File: config.mk
export PLATFORM = sky130hd
export DESIGN_NAME = spi_slave_frame_ctrl
export DESIGN_NICKNAME = d
export VERILOG_FILES = /design/src/rtl/spi_slave_frame_ctrl.sv
export SDC_FILE = /design/constraint.sdc
export NUM_CORES = 1
export LEC_CHECK = 0
export ABC_AREA = 1
export CORE_MARGIN = 2
export CORE_UTILIZATION = 45
export CTS_CLUSTER_SIZE = 12
export DETAILED_ROUTE_END_ITERATION = 12
export DONT_BUFFER_PORTS = 1
export HOLD_SLACK_MARGIN = 0.03
export PLACE_DENSITY = 0.56
export SETUP_SLACK_MARGIN = 0.3
export SKIP_CTS_REPAIR_TIMING = 1
export SYNTH_ARGS = -nofsm -noshare
export SYNTH_HDL_FRONTEND = slang
export SYNTH_SLANG_ARGS = --single-unit
File: constraint.sdc
create_clock -name clk -period 1.85 [get_ports clk]
set_input_delay 0.37 -clock clk [delete_from_list [all_inputs] [get_ports clk]]
set_output_delay 0.37 -clock clk [all_outputs]
set_load 0.005 [all_outputs]
File: src/rtl/spi_slave_frame_ctrl.sv
// SPI slave frame controller: {cmd, payload} to RAM side, RAM read data out on MISO.
// Optional trailing even-parity bit enabled by defining SPI_FRAME_PARITY_EN.
module spi_slave_frame_ctrl #(
    parameter int unsigned DATA_W      = 8,
    parameter bit          LSB_FIRST   = 1'b0,
    parameter int unsigned RD_WAIT_MAX = 15
) (
    input  logic              clk,
    input  logic              rst,
    input  logic              SS_n,
    input  logic              MOSI,
    output logic              MISO,
    output logic [DATA_W+1:0] rx_data,
    output logic              rx_valid,
    input  logic [DATA_W-1:0] tx_data,
    input  logic              tx_valid,
    output logic              frame_err,
    output logic              busy
);

    localparam int unsigned BIT_W  = $clog2(DATA_W);
    localparam int unsigned WAIT_W = $clog2(RD_WAIT_MAX + 1);
    localparam logic [BIT_W-1:0]  LAST_BIT  = BIT_W'(DATA_W - 1);
    localparam logic [WAIT_W-1:0] WAIT_LAST = WAIT_W'(RD_WAIT_MAX - 1);

    typedef enum logic [2:0] {
        IDLE,
        RX_CMD,
        RX_PAYLOAD,
        WAIT_TX,
        TX_DATA,
        DONE
`ifdef SPI_FRAME_PARITY_EN
        , RX_PARITY
`endif
    } state_t;

    state_t              state_q, state_d;
    logic [BIT_W-1:0]    bit_cnt_q, bit_cnt_d;
    logic [WAIT_W-1:0]   wait_q, wait_d;
    logic [1:0]          cmd_q, cmd_d;
    logic [DATA_W-1:0]   pay_q, pay_d, pay_next;
    logic [DATA_W-1:0]   tx_sh_q, tx_sh_d;
    logic                miso_d;
    logic [DATA_W+1:0]   rx_data_d;
    logic                rx_valid_d;
    logic                frame_err_d;

    assign busy = (state_q != IDLE);

    always_ff @(posedge clk or posedge rst) begin
        if (rst) begin
            state_q   <= IDLE;
            bit_cnt_q <= '0;
            wait_q    <= '0;
            cmd_q     <= '0;
            pay_q     <= '0;
            tx_sh_q   <= '0;
            MISO      <= 1'b0;
            rx_data   <= '0;
            rx_valid  <= 1'b0;
            frame_err <= 1'b0;
        end else begin
            state_q   <= state_d;
            bit_cnt_q <= bit_cnt_d;
            wait_q    <= wait_d;
            cmd_q     <= cmd_d;
            pay_q     <= pay_d;
            tx_sh_q   <= tx_sh_d;
            MISO      <= miso_d;
            rx_data   <= rx_data_d;
            rx_valid  <= rx_valid_d;
            frame_err <= frame_err_d;
        end
    end

    always_comb begin
        state_d     = state_q;
        bit_cnt_d   = bit_cnt_q;
        wait_d      = wait_q;
        cmd_d       = cmd_q;
        pay_d       = pay_q;
        tx_sh_d     = tx_sh_q;
        miso_d      = MISO;
        rx_data_d   = rx_data;
        rx_valid_d  = 1'b0;
        frame_err_d = 1'b0;
        pay_next    = LSB_FIRST ? {MOSI, pay_q[DATA_W-1:1]}
                                : {pay_q[DATA_W-2:0], MOSI};

        if (SS_n) begin
            // Deselect always wins, including over a last-bit or parity edge
            state_d     = IDLE;
            bit_cnt_d   = '0;
            wait_d      = '0;
            miso_d      = 1'b0;
            frame_err_d = (state_q != IDLE) && (state_q != DONE);
        end else begin
            case (state_q)
                IDLE: begin
                    cmd_d     = {MOSI, 1'b0};
                    bit_cnt_d = '0;
                    state_d   = RX_CMD;
                end
                RX_CMD: begin
                    cmd_d   = {cmd_q[1], MOSI};
                    state_d = RX_PAYLOAD;
                end
                RX_PAYLOAD: begin
                    pay_d = pay_next;
                    if (bit_cnt_q == LAST_BIT) begin
                        bit_cnt_d = '0;
`ifdef SPI_FRAME_PARITY_EN
                        state_d = RX_PARITY;
`else
                        rx_data_d  = {cmd_q, pay_next};
                        rx_valid_d = 1'b1;
                        wait_d     = '0;
                        state_d    = (cmd_q == 2'b11) ? WAIT_TX : DONE;
`endif
                    end else begin
                        bit_cnt_d = bit_cnt_q + 1'b1;
                    end
                end
`ifdef SPI_FRAME_PARITY_EN
                RX_PARITY: begin
                    if (^{cmd_q, pay_q, MOSI}) begin
                        frame_err_d = 1'b1;
                        state_d     = DONE;
                    end else begin
                        rx_data_d  = {cmd_q, pay_q};
                        rx_valid_d = 1'b1;
                        wait_d     = '0;
                        state_d    = (cmd_q == 2'b11) ? WAIT_TX : DONE;
                    end
                end
`endif
                WAIT_TX: begin
                    if (tx_valid) begin
                        // First bit goes out on the load edge; the rest stay queued
                        miso_d    = LSB_FIRST ? tx_data[0] : tx_data[DATA_W-1];
                        tx_sh_d   = LSB_FIRST ? (tx_data >> 1) : (tx_data << 1);
                        bit_cnt_d = '0;
                        wait_d    = '0;
                        state_d   = TX_DATA;
                    end else if (wait_q == WAIT_LAST) begin
                        frame_err_d = 1'b1;
                        miso_d      = 1'b0;
                        wait_d      = '0;
                        state_d     = DONE;
                    end else begin
                        wait_d = wait_q + 1'b1;
                    end
                end
                TX_DATA: begin
                    if (bit_cnt_q == LAST_BIT) begin
                        miso_d    = 1'b0;
                        bit_cnt_d = '0;
                        state_d   = DONE;
                    end else begin
                        miso_d    = LSB_FIRST ? tx_sh_q[0] : tx_sh_q[DATA_W-1];
                        tx_sh_d   = LSB_FIRST ? (tx_sh_q >> 1) : (tx_sh_q << 1);
                        bit_cnt_d = bit_cnt_q + 1'b1;
                    end
                end
                DONE: begin
                    miso_d = 1'b0;
                end
                default: begin
                    state_d = IDLE;
                    miso_d  = 1'b0;
                end
            endcase
        end
    end

endmodule
== After elaboration in Yosys (flattened, before gate mapping) ==
Cells that the tools add are included.

* Register bits after elaboration: 40
* Logic and storage cells: 82
* Output and inout bits: 14
* Input bits: 13

* Reductions and logical operators: 18
* $add $sub $neg: 2
* Bitwise logic cells: 2
* Equal/unequal tests: 17
* Muxes and demuxes: 32

{| class="wikitable"
|+ Operators by type and width
! operator !! count
|-
| $mux 3 || 9
|-
| $pmux 3 s6 || 1
|-
| $mux 4 || 4
|-
| $mux 8 || 2
|-
| $pmux 8 s2 || 1
|-
| $ne 3x3->1 const B || 4
|-
| $mux 1 || 11
|-
| $reduce_and 2->1 || 5
|-
| $eq 3x3->1 const B || 3
|-
| $pmux 3 s3 || 1
|-
| $pmux 4 s2 || 1
|-
| $reduce_and 4->1 || 2
|-
| $eq 3x2->1 const B || 2
|-
| $ne 2x2->1 const B || 3
|-
| $reduce_and 3->1 || 2
|-
| $reduce_bool 3->1 || 2
|-
| $add 4x1->4 const B || 1
|-
| $eq 4x4->1 const B || 1
|-
| $ne 4x4->1 const B || 1
|-
| $pmux 2 s2 || 1
|-
| $reduce_bool 2->1 || 2
|-
| $reduce_bool 4->1 || 1
|-
| $add 3x1->3 const B || 1
|-
| $eq 3x1->1 const B || 1
|-
| other kinds (8) || 9
|}

== Depth between registers and ports, before layout ==
* Depth in word-level cells: 5
* Gate-level depth with buffers: 9
* Depth with buffers taken out: 8

== Least setup slack after synthesis ==
No wires, ideal clock.

* Kind: reg-to-reg
* Start: reg bit_cnt_q[0]
* End: reg tx_sh_q[1]
* Slack: 418 ps
* Data required time: 1733 ps
* Setup time: 117 ps
* Data arrival time: 1315 ps
* Period minus slack after synthesis: 1432 ps
* Path buffers: 0
* Stages on the path, launching flop included: 9
* Path through: dfrtp_1 ha_1 ha_1 inv_1 nand3_1 o21ai_2 nand2_2 nand2_1 nand2_1

* Word-level cells in the longest chain between the ends: 3

{| class="wikitable"
|+ RTL lines
! element !! line !! RTL
|-
| start, declared || 39 || <nowiki>logic [BIT_W-1:0] bit_cnt_q, bit_cnt_d;</nowiki>
|-
| start signal, assigned || 65 || <nowiki>bit_cnt_q <= bit_cnt_d;</nowiki>
|-
| $eq 3x3->1 || 156 || <nowiki>if (bit_cnt_q == LAST_BIT) begin</nowiki>
|-
| $ne 2x2->1 (no line) || - ||
|-
| $reduce_and 4->1 (no line) || - ||
|-
| end signal, assigned || 69 || <nowiki>tx_sh_q <= tx_sh_d;</nowiki>
|-
| end, declared || 43 || <nowiki>logic [DATA_W-1:0] tx_sh_q, tx_sh_d;</nowiki>
|}

No other way between the ends.
A chain may end at the register's enable or synchronous reset.

== Worst setup path after layout ==
* Start: reg state_q[0]
* End: out busy

* Word-level cells in the longest chain between the ends: 1

{| class="wikitable"
|+ RTL lines
! element !! line !! RTL
|-
| start, declared || 38 || <nowiki>state_t state_q, state_d;</nowiki>
|-
| start signal, assigned || 64 || <nowiki>state_q <= state_d;</nowiki>
|-
| $reduce_bool 3->1 || 49 || <nowiki>assign busy = (state_q != IDLE);</nowiki>
|-
| end, declared || 18 || <nowiki>output logic busy</nowiki>
|}

No other way between the ends.

==> out/results.tsv <==
stage	metric	value	unit
setup_path	critical path required time	1.48	ns
route	DRT Pass-1 Iters	4	
synth	ys async rst share	100.0	%
synth	Primary FF master, synth	dfrtp_1	
clocking	Max H-tree Level	2	
power	Leak	1.112	nW
route	DR vias/cell	5.197	
synth	XOR/XNOR Fraction of Synth Area	0.4608	%
synth	Adder-Cell Fraction of Synth Area	2.633	%
die	width of the die	68.99	um
layout	Nets	266	
clocking	Clock Tree Buf Depth	2	
global_routing	total congestion overflow	0	
sta	Final WS setup	0.3480	ns
sta	setup TNS	0	ns
layout	ant diodes	0	
layout	area grow syn2layout	14.94	%
clocking	clk_lat worst skew	0.30	ns
synth	post-synthesis mux area share	0	%
die	FP Rows	23	
layout	Core Util, Final	54.22	%
layout	fillers	365	
synth	register area share after synthesis	51.35	%
synth	Post-Synth Simple-Gate Area	29.36	%
placed_design	hpwl dp	2.767	mm
route	DR iter-0 viols	73	
setup_path	R2R cell count	8	
synth	Mapped Nets	256	
synth	Synth Area in Compound Gates	9.480	%
global_routing	vias in the first global route	1502	
die	die area	4760	um2
synth	Post-synth EDFFs	0	
clocking	clock buffer count from CTS	5	
sta	Hold Worst Slack	0.1806	ns
status	status	complete, no violations	
sta	RSZ-0062 raised after global routing	yes	
clocking	clock sinks	39	
route	routed vias	1559	
power	peak supply drop	0.6295	mV
min_path	end of the worst hold path	frame_err	
setup_path	cell chain of the critical path	nor2_2, nand2_1	
global_routing	largest net degree at the start of global routing	23	
min_path	Hold Crit Depth	1	
placed_design	Cells after DPL	286	
route	Final ANT Viol Nets	0	
setup_path	element type at the critical path end	output pin	
die	Initial Utilization	47.17	%
die	I/O pin count	27	
power	Cell Pwr Density	1288	nW/um2
sta	Worst Skew	0.005153	ns
setup_path	R2R Setup Slk	0.36	ns
route	final routed DRC violation total	0	
sta	Max transition margin	75.41	%
placed_design	Placement Setup Slack	0.1796	ns
clocking	CTS root buf	clkbuf_8	
setup_path	CP max-delay cell	dfrtp_2	
placed_design	Buffers on Ports	0	
setup_path	CP Launch Type	flip-flop	
die	Die Span Y	68.99	um
synth	Synth Instances	239	
global_routing	first-pass GRT wire length	6.582	mm
synth	Synth Register Bits	39	
sta	Slew Viols, Final	0	
setup_path	slowest stage delay, CP	0.47	ns
sta	fmax	665.8	MHz
global_routing	initial antenna violation count	0	
setup_path	Reg-to-Reg End	tx_sh_q[4]	
setup_path	crit path DAT	1.13	ns
route	DRT Wirelength	3.902	mm
synth	synthesized area per cell	7.952	um2
synth	Unique masters post-synth	25	
clocking	TritonCTS clock tree	done	
sta	final hold violations	0	
die	CORE AREA	4029	um2
layout	non-filler instance count after layout	300	
route	Avg WL per Cell	13.01	um
setup_path	FF-to-FF Start	bit_cnt_q[0]	
layout	share of cells above drive strength 1	15.20	%
setup_path	Crit Path Category	reg2out	
min_path	worst hold path type	in2reg	
sta	final setup fails	0	
sta	Final Critical Period	1.502	ns
clocking	Clk pin slew, worst setup/hold paths	0.08	ns
synth	Syn. warnings	0	
min_path	worst hold start	SS_n	
sta	crit share post-route	81.19	%
synth	Synth Cell Area	1901	um2
synth	combinational family with the most area after synthesis	simple AND/OR/NAND/NOR gates	
run	Max Cap Violations	0	
layout	most frequent cells in the layout	84 x nand2_1, 37 x dfrtp_1, 21 x nand3_1	
placed_design	GP Congestion	0.8740	
setup_path	Crit Path Max Fanout	9	
layout	commonest non-fill, non-tap cell in the layout	nand2_1	
sta	worst slew pin tran	0.3651	ns
global_routing	GRT Total Usage	18.76	%
[critical path: cells and delay by family (launching register included)]
family | cells | cell delay (ns)
flip-flops | 1 | 0.47
AND/OR/NAND/NOR | 2 | 0.37
[final cells by class]
type	count	area [um2]	area share [%]
tap	50	62.56	2.864
inverter	24	90.09	4.124
multi-input combinational	169	852.1	39.00
timing repair buffer	10	85.08	3.895
sequential	39	978.4	44.79
clock inverter	3	47.55	2.176
clock buffer	5	68.82	3.150
[worst max path at each step]
stage / from / depth (start not counted) / end
after floorplan: bit_cnt_q[0] / 8 / tx_sh_q[1]
after global placement: bit_cnt_q[0] / 8 / tx_sh_q[2]
after detailed placement: bit_cnt_q[0] / 8 / tx_sh_q[4]
after CTS: bit_cnt_q[0] / 8 / tx_sh_q[4]
after global routing: bit_cnt_q[1] / 8 / tx_sh_q[2]
final: state_q[0] / 2 / busy
[routing by layer]
metal,share of wire [%],GRT usage (%),vias up,wire [um]
li1,-,-,780,-
met1,45,22.93,733,1771
met5,0,0,-,0
met2,47,30.41,36,1837
met3,5.3,6.006,10,207
met4,2.2,8.088,0,86
[where the power goes]
part	internal [mW]	leakage, nW	switching [mW]
registers	1.04	0.523	0.158
logic	0.329	0.531	0.553
clock network	0.409	0.0587	0.323
[metrics by stage]
step                power, mW  instance area [um2]
floorplan               1.781                 1901
global placement        1.908                 1956
detailed placement      1.945                 1956
CTS                     2.689                 2072
global route            3.038                 2185
finish                  2.814                 2185
[cell usage after synthesis (4+ instances only)]
cell type	count	area, um2
nand2_1	87	326.6
dfrtp_1	39	975.9
nand3_1	23	115.1
inv_1	22	82.58
o21ai_1	17	85.08
nor2_1	10	37.54
o21ai_0	9	45.04
buf_2	6	30.03
ha_1	4	50.05
[registers in the layout, indices dropped and copies added (netlist names)]
register,cells
bit_cnt_q,3
frame_err,1
cmd_q,2
rx_data,10
tx_sh_q,7
state_q,3
rx_valid,1
wait_q,4
pay_q,7
MISO,1
[cell families after synthesis]
family,after synthesis
adders and majority gates,4
AOI/OAI and AO/OA,33
buffers and inverters,31
xor gates and xnor gates,1
DFF,39
and+or+nand+nor,131
Power figures use the tool's default switching activity.
